===== src/rtl/fir_param_mac.sv =====
// rtl/fir_param_mac.sv - time-multiplexed parametrised FIR filter with one shared MAC
module fir_param_mac #(
  parameter int DATA_W   = 8,
  parameter int COEF_W   = 8,
  parameter int MAX_TAPS = 16,
  parameter int FRAC_W   = 7,
  localparam int AW      = $clog2(MAX_TAPS),
  localparam int CFG_W   = (COEF_W > AW) ? COEF_W : AW
) (
  input  logic              clk,
  input  logic              rst_n,
  input  logic              cfg_wr,
  input  logic [AW:0]       cfg_addr,
  input  logic [CFG_W-1:0]  cfg_data,
  output logic              cfg_err,
  input  logic              flush,
  input  logic              in_valid,
  output logic              in_ready,
  input  logic [DATA_W-1:0] data_in,
  output logic              out_valid,
  input  logic              out_ready,
  output logic [DATA_W-1:0] data_out,
  output logic [1:0]        ovf_flag
);
  localparam int PW    = DATA_W + COEF_W;
  localparam int ACC_W = PW + AW;
  localparam logic signed [ACC_W-1:0] RND     = ACC_W'(2 ** (FRAC_W - 1));
  localparam logic signed [ACC_W-1:0] SAT_MAX = ACC_W'(2 ** (DATA_W - 1) - 1);
  // Bitwise inverse of 2^(n-1)-1 is -2^(n-1) in two's complement.
  localparam logic signed [ACC_W-1:0] SAT_MIN = ~SAT_MAX;

  typedef enum logic [1:0] {S_IDLE, S_MAC, S_SAT, S_HOLD} state_t;

  state_t                   state_q, state_d;
  logic signed [DATA_W-1:0] x_q [MAX_TAPS];
  logic signed [COEF_W-1:0] h_q [MAX_TAPS];
  logic [AW-1:0]            nt_q, k_q;
  logic signed [ACC_W-1:0]  acc_q;
  logic [DATA_W-1:0]        data_out_q;
  logic [1:0]               ovf_q;
  logic                     cfg_err_q;

  logic                     is_idle, accept, flush_en, cfg_ok;
  logic signed [PW-1:0]     prod;
  logic signed [ACC_W-1:0]  prod_ext, rnd_sum, r;
  logic [DATA_W-1:0]        sat_data;
  logic [1:0]               sat_flag;

  assign is_idle   = (state_q == S_IDLE);
  // flush has priority over a sample arriving in the same cycle.
  assign accept    = is_idle && in_valid && !flush;
  assign flush_en  = is_idle && flush;
  // Writes land only between computations; coefficient addresses past the
  // delay-line depth are treated as dropped too.
  assign cfg_ok    = is_idle && (cfg_addr[AW] || (32'(cfg_addr[AW-1:0]) < MAX_TAPS));

  assign out_valid = (state_q == S_HOLD);
  assign data_out  = data_out_q;
  assign ovf_flag  = ovf_q;
  assign cfg_err   = cfg_err_q;

  // Shared multiplier, rounding and saturation of the finished accumulator
  always_comb begin
    prod     = x_q[k_q] * h_q[k_q];
    prod_ext = {{AW{prod[PW-1]}}, prod};
    rnd_sum  = acc_q + RND;
    r        = rnd_sum >>> FRAC_W;
    sat_data = r[DATA_W-1:0];
    sat_flag = 2'b00;
    if (r > SAT_MAX) begin
      sat_data = {1'b0, {(DATA_W-1){1'b1}}};
      sat_flag = 2'b01;
    end else if (r < SAT_MIN) begin
      sat_data = {1'b1, {(DATA_W-1){1'b0}}};
      sat_flag = 2'b10;
    end
  end

  // Next-state logic and input handshake
  always_comb begin
    state_d  = state_q;
    in_ready = 1'b0;
    case (state_q)
      S_IDLE: begin
        in_ready = !flush;
        if (in_valid && !flush) state_d = S_MAC;
      end
      S_MAC:   if (k_q == nt_q) state_d = S_SAT;
      S_SAT:   state_d = S_HOLD;
      S_HOLD:  if (out_ready) state_d = S_IDLE;
      default: state_d = S_IDLE;
    endcase
  end

  // State register
  always_ff @(posedge clk or negedge rst_n) begin
    if (!rst_n) state_q <= S_IDLE;
    else        state_q <= state_d;
  end

  // Delay line, coefficients, tap count, accumulator and output registers
  always_ff @(posedge clk or negedge rst_n) begin
    if (!rst_n) begin
      for (int i = 0; i < MAX_TAPS; i++) begin
        x_q[i] <= '0;
        h_q[i] <= '0;
      end
      nt_q       <= '0;
      k_q        <= '0;
      acc_q      <= '0;
      data_out_q <= '0;
      ovf_q      <= 2'b00;
      cfg_err_q  <= 1'b0;
    end else begin
      cfg_err_q <= cfg_wr && !cfg_ok;
      if (cfg_wr && cfg_ok) begin
        if (cfg_addr[AW]) begin
          nt_q <= (32'(cfg_data) >= MAX_TAPS) ? AW'(MAX_TAPS - 1) : cfg_data[AW-1:0];
        end else begin
          h_q[cfg_addr[AW-1:0]] <= cfg_data[COEF_W-1:0];
        end
      end
      // The whole line shifts even past NT so a larger tap count later sees real history.
      if (flush_en) begin
        for (int i = 0; i < MAX_TAPS; i++) x_q[i] <= '0;
      end else if (accept) begin
        for (int i = MAX_TAPS - 1; i > 0; i--) x_q[i] <= x_q[i-1];
        x_q[0] <= data_in;
      end
      if (accept) begin
        acc_q <= '0;
        k_q   <= '0;
      end
      if (state_q == S_MAC) begin
        acc_q <= acc_q + prod_ext;
        k_q   <= k_q + 1'b1;
      end
      if (state_q == S_SAT) begin
        data_out_q <= sat_data;
        ovf_q      <= sat_flag;
      end
    end
  end
endmodule

===== config.mk =====
export PLATFORM = sky130hd
export DESIGN_NAME = fir_param_mac
export DESIGN_NICKNAME = d
export VERILOG_FILES = /design/src/rtl/fir_param_mac.sv
export SDC_FILE = /design/constraint.sdc
export NUM_CORES = 1
export LEC_CHECK = 0
export CORE_MARGIN = 10
export CORE_UTILIZATION = 65
export DETAILED_ROUTE_END_ITERATION = 8
export GPL_ROUTABILITY_DRIVEN = 0
export PLACE_DENSITY = 0.83
export SLEW_MARGIN = 5
export SYNTH_ARGS = -nofsm -noshare
export SYNTH_HDL_FRONTEND = slang
export SYNTH_SLANG_ARGS = --single-unit

===== constraint.sdc =====
create_clock -name clk -period 14.9 [get_ports clk]
set_input_delay 2.98 -clock clk [delete_from_list [all_inputs] [get_ports clk]]
set_output_delay 2.98 -clock clk [all_outputs]
set_load 0.03 [all_outputs]

## Yosys cells after proc, flatten, opt, wreduce, memory -nomap -nowiden

Cells that the tools add are included.

- Register bits: 297
- Input bits: 27
- Word-level logic and storage cells: 99

- Reductions and logical operators: 15
- Eq/ne operators: 7
- Order comparisons: 6
- Multipliers: 1
- Multiplexer cells: 25
- Bitwise logic cells: 3
- $add $sub $neg: 3

Operators with widths:

| cell | number |
|---|---|
| 2-to-1 mux 128 bit | 2 |
| bitwise mux 128 bit | 1 |
| binary-select mux 8 bit (select 4 bit) | 2 |
| 2-to-1 mux 8 bit | 7 |
| 2-to-1 mux 20 bit | 2 |
| demux 8 bit (select 4 bit) | 1 |
| adder 20 x 16 -> 20 bit | 1 |
| adder 20 x 8 -> 20 bit (second input constant) | 1 |
| multiplier 8 x 8 -> 16 bit | 1 |
| greater-than comparator 13 x 8 -> 1 bit (second input constant) | 1 |
| < comparator 13 x 8 -> 1 bit (second input constant) | 1 |
| 2-to-1 mux 4 bit | 3 |
| >= comparator 5 bit (second input constant) | 2 |
| 2-to-1 mux 2 bit | 5 |
| inverter 4 -> 5 bit | 2 |
| >= comparator 8 x 5 -> 1 bit (second input constant) | 1 |
| one-hot mux 2 bit (4 select lines) | 1 |
| logical AND 1 bit | 7 |
| < comparator 5 x 1 -> 1 bit (second input constant) | 1 |
| adder 4 x 1 -> 4 bit (second input constant) | 1 |
| equality test 2 bit (second input constant) | 2 |
| equality test 4 bit | 1 |
| != test 2 x 1 -> 1 bit (second input constant) | 2 |
| AND reduction 2 bit | 2 |
| 8 further kinds | 10 |

## Longest topological paths before layout

- Depth after elaboration: 7
- Gate-level depth with buffers: 25
- Mapped depth without buffers: 23

## Worst setup path after synthesis

Ideal clock, no wire load.

- Path kind: reg-to-reg
- Start point: register k_q[0]
- End point: register acc_q[16]
- Stages on the path, launching flop included: 20
- Data required time: 14.776 ns
- Arrival: 6.367 ns
- Clock period less this slack: 6.490 ns
- Path slack: 8.410 ns
- Cells stage by stage: dfrtp_1 > buf_6 > buf_8 > buf_6 > mux4_2 > mux2i_1 > a21oi_2 > nor2b_1 > fa_1 > fa_1 > fa_1 > fa_1 > ha_1 > ha_1 > clkbuf_1 > a211oi_1 > a21oi_1 > a211oi_2 > o21ai_0 > a211o_1

- Cells in the longest elaborated chain, start to end: 7
- Elaborated cells on any way between the ends: 10
- Classes of those cells: add/sub: 1; mul: 1; mux: 7; bitwise: 1

RTL lines:

| item | line | text |
|---|---|---|
| start, declared | 37 | `logic [AW-1:0] nt_q, k_q;` |
| start signal, assigned | 136 | `k_q <= k_q + 1'b1;` |
| inverter 4 -> 5 bit (implied by the code) (*) | 64 | `prod = x_q[k_q] * h_q[k_q];` |
| binary-select mux 8 bit (select 4 bit) | 64 |  |
| 2-to-1 mux 8 bit (implied by the code) (2 in series) | 64 |  |
| multiplier 8 x 8 -> 16 bit (*) | 64 |  |
| adder 20 x 16 -> 20 bit (*) | 135 | `acc_q <= acc_q + prod_ext;` |
| 2-to-1 mux 20 bit (*) | 134 | `if (state_q == S_MAC) begin` |
| end signal, assigned | 135 |  |
| end, declared | 38 | `logic signed [ACC_W-1:0] acc_q;` |

Every way passes the cells marked *; elsewhere a longest branch is shown, timed or not. The select of a mux whose other input is x is not followed.
A chain may end at the register's enable or synchronous reset.

## Worst setup path in the final report

Same ends and word-level chain as after synthesis.

==> qor.csv <==
stage,metric,value,unit
floorplanning,CORE AREA,0.0260,mm²
sta,max-slew violations,0,
placed_design,dpl cells,1630,
critical_path,worst reg2reg path depth,18,
clock_network,Post-CTS Repair Setup Buffers,0,
sta,PnR worst setup slack,7.38,ns
synth,synthesized area per cell,12.9,µm²
synth,synthesized net count,1488,
sta,Worst Clk Skew,0.0216,ns
synth,"flops & latches, synth",297,
synth,Gate Count Post-Synth,1321,
floorplanning,Die Y,182,µm
grt,initial antenna violation count,0,
clock_network,Skew-Pair Late Insertion Delay,0.52,ns
synth,yosys warns,0,
job,max cap viols,0,
critical_path,Worst Path Arrival,7.90,ns
synth,number of flops mapped to enable cells by yosys,0,
sta,endpoints failing setup,0,
route,drt first pass iters,4,
sta,worst-margin pin slew,1.15,ns
grt,grt ovf,0,
clock_network,clk buf depth,3,
clock_network,Root Buffer,clkbuf_16,
sta,RSZ-0062 raised after global routing,no,
floorplanning,Top Ports,40,
critical_path,CP Capture Type,register,
placed_design,port bufs,39,
sta,total negative slack,0,ns
power,Power Density,196,mW/mm²
clock_network,number of H-tree levels,2,
clock_network,total CTS buffers,34,
worst_hold_path,Hold Crit Class,register to register,
critical_path,Worst Setup Start Kind,register,
critical_path,critical-path maximum fanout,49,
sta,worst rel slew slack,22.9,%
route,Iteration-0 DRC Markers,712,
grt,GRT Total Usage,22.1,%
critical_path,reg2reg start,k_q[0],
floorplanning,effective utilization at floorplan,65.8,%
worst_hold_path,hold wc startpoint,ovf_flag[0],
placed_design,Setup WS pre-CTS,7.39,ns
power,leakage power,8.89,nW
floorplanning,DIE WIDTH,182,µm
synth,Yosys cell types,71,
synth,top post-synthesis cells by area,"dfrtp_1 (44%), fa_1 (10%), mux2_2 (9.4%), mux4_2 (8.4%), a22o_1 (6.6%)",
finish,final core occ,72.2,%
outcome,status,finished clean,
sta,Final Critical Period,7.52,ns
grt,number of global-route vias before repair,11400,
synth,Synth Flop Type,dfrtp_1,
floorplanning,DIE AREA,0.0332,mm²
sta,f_max,133,MHz
route,total wire length,35.7,mm
clock_network,Sink Count,297,
clock_network,TritonCTS clock tree,yes,
critical_path,RR Endpoint,acc_q[16],
power,worst vdd ir,0.177,mV
critical_path,R2R Setup Slk,7.38,ns
route,vias,10700,
worst_hold_path,hold depth,1,
clock_network,"Hold-fix buffers, CTS",0,
grt,first-pass GRT wire length,60.2,mm
placed_design,detailed placement HPWL,23.5,mm
clock_network,Worst-path clk slew,0.06,ns
synth,register area share after synthesis,43.5,%
floorplanning,floorplan row count,59,
finish,share of cells above drive strength 1,22.3,%
critical_path,CP required,15.29,ns
sta,Final Hold Fails,0,
finish,post-route cell area,0.0188,mm²
placed_design,dpl cell area,0.0176,mm²
grt,largest net degree at the start of global routing,178,
synth,share of the synthesized area in the top cell type,43.5,%
synth,post-synthesis cell area,0.0171,mm²
clock_network,post-CTS sizing,0,
synth,leading area contributor after synthesis,dfrtp_1,
finish,FILL cells,1718,
sta,Final period util,50.4,%
synth,Synth async-reset ratio,100,%
route,Antenna Violating Nets Remaining,0,
route,WL/cell,21.1,µm
finish,diode count,0,
finish,final net count,1498,
route,drc violations,0,
finish,Area growth syn-to-layout,9.80,%
route,DR vias/cell,6.31,
finish,fin cells,1692,
critical_path,crit path kind,register to register,
worst_hold_path,WHS Endpoint,ovf_flag[0],
[synth_stat cells, types with 6 or more instances]
cell type  instances
dfrtp_1          297
mux2_2           142
a22o_1           128
inv_1            106
fa_1              88
nor2_1            65
mux4_2            64
nand2_1           63
ha_1              52
clkbuf_1          43
o21ai_0           24
mux2i_1           22
nor2b_1           21
xnor2_1           19
a21oi_1           14
nand2b_1          13
buf_2             12
xor2_1            12
nand3_1           11
buf_1              9
a21oi_2            8
a211oi_1           7
o21a_1             6
o31ai_1            6
[state kept, by name (all words and copies together) (netlist names), 2 cells and up]
| signal | count |
|---|---|
| h_q | 128 |
| x_q | 128 |
| nt_q | 4 |
| k_q | 4 |
| acc_q | 20 |
| data_out | 8 |
| ovf_flag | 2 |
| state_q | 2 |
[per-stage QoR]
stage                     hold WS [ns]  power [mW]
after floorplan                  0.461        2.44
after global placement           0.465        2.76
after detailed placement         0.468        2.83
after CTS                        0.480        3.69
after global routing             0.500        3.94
final                            0.474        3.67
[cell families (layout without fill, tap and decap cells)]
group / after synthesis / in the layout / synth area share [%]
multiplexers: 228 / 228 / 19.1
XOR/XNOR: 31 / 31 / 1.59
AO/OA/AOI/OAI: 239 / 239 / 11.4
adder cells (fa/ha/maj): 140 / 140 / 14.1
buffers and inverters: 181 / 217 / 4.46
AND/OR/NAND/NOR: 205 / 205 / 5.81
flip-flops: 297 / 297 / 43.5
[where the power goes]
| group | switching (mW) | internal, mW | leakage (nW) |
|---|---|---|---|
| Combinational | 0.953 | 0.768 | 4.33 |
| Sequential | 0.152 | 0.970 | 4.01 |
| Clock | 0.331 | 0.497 | 0.555 |
[layer usage]
layer | global-route usage (%) | part of all wire (%) | vias to the layer above
met2 | 36.5 | 49 | 298
met5 | 0 | 0 | -
li1 | - | - | 4759
met1 | 29.7 | 43 | 5557
met3 | 3.80 | 5.3 | 65
met4 | 6.31 | 2.3 | 0
[how the worst max path moves through the flow]
| stage | startpoint | slack, ns | to |
|---|---|---|---|
| 4_1_cts | k_q[0] | 7.32 | acc_q[16] |
| 3_5_place_dp | k_q[0] | 7.39 | acc_q[16] |
| 2_1_floorplan | k_q[0] | 8.41 | acc_q[16] |
| 3_3_place_gp | k_q[0] | 7.56 | acc_q[16] |
| 5_1_grt | k_q[0] | 6.94 | acc_q[16] |
| 6_report | k_q[0] | 7.38 | acc_q[16] |
[layout make-up]
| cell class | count | area (µm²) | share of cell area [%] |
|---|---|---|---|
| multi-input combinational | 843 | 8910 | 47.5 |
| sequential | 297 | 7440 | 39.7 |
| clock buffer | 50 | 982 | 5.24 |
| timing repair buffer | 47 | 468 | 2.49 |
| tap | 335 | 419 | 2.23 |
| inverter | 108 | 405 | 2.16 |
| clock inverter | 12 | 135 | 0.720 |
[cell usage in the layout, fill, tap and decap left out, drive strengths merged, types with 3 or more instances in the layout]
cell type and count:
a211oi 8, a21o 4, a21oi 25, a221o 3
a22o 128, a311o 4, and3 4, buf 9
clkbuf 50, clkdlybuf4s50 38, clkinv 8, dfrtp 297
fa 88, ha 52, inv 110, mux2 142
mux2i 22, mux4 64, nand2 63, nand2b 13
nand3 11, nor2 71, nor2b 21, nor3 4
nor4 3, o211a 3, o21a 6, o21ai 28
o21bai 3, o22a 4, o31ai 6, or2 6
xnor2 19, xor2 12
[worst max-delay path: stages (launching register included)]
cell and delay [ns]:
dfrtp_4 0.70, buf_4 0.80, mux4_2 0.62, mux2_2 0.32, a21oi_4 0.30, nor2_1 0.18, fa_1 0.60, inv_1 0.16
fa_1 0.58, inv_1 0.07, fa_1 0.50, fa_1 0.49, ha_1 0.31, ha_1 0.39, a211oi_1 0.30, a21oi_1 0.16
a211oi_2 0.41, o21ai_0 0.16, a211o_1 0.29
Power figures use the tool's default switching activity.
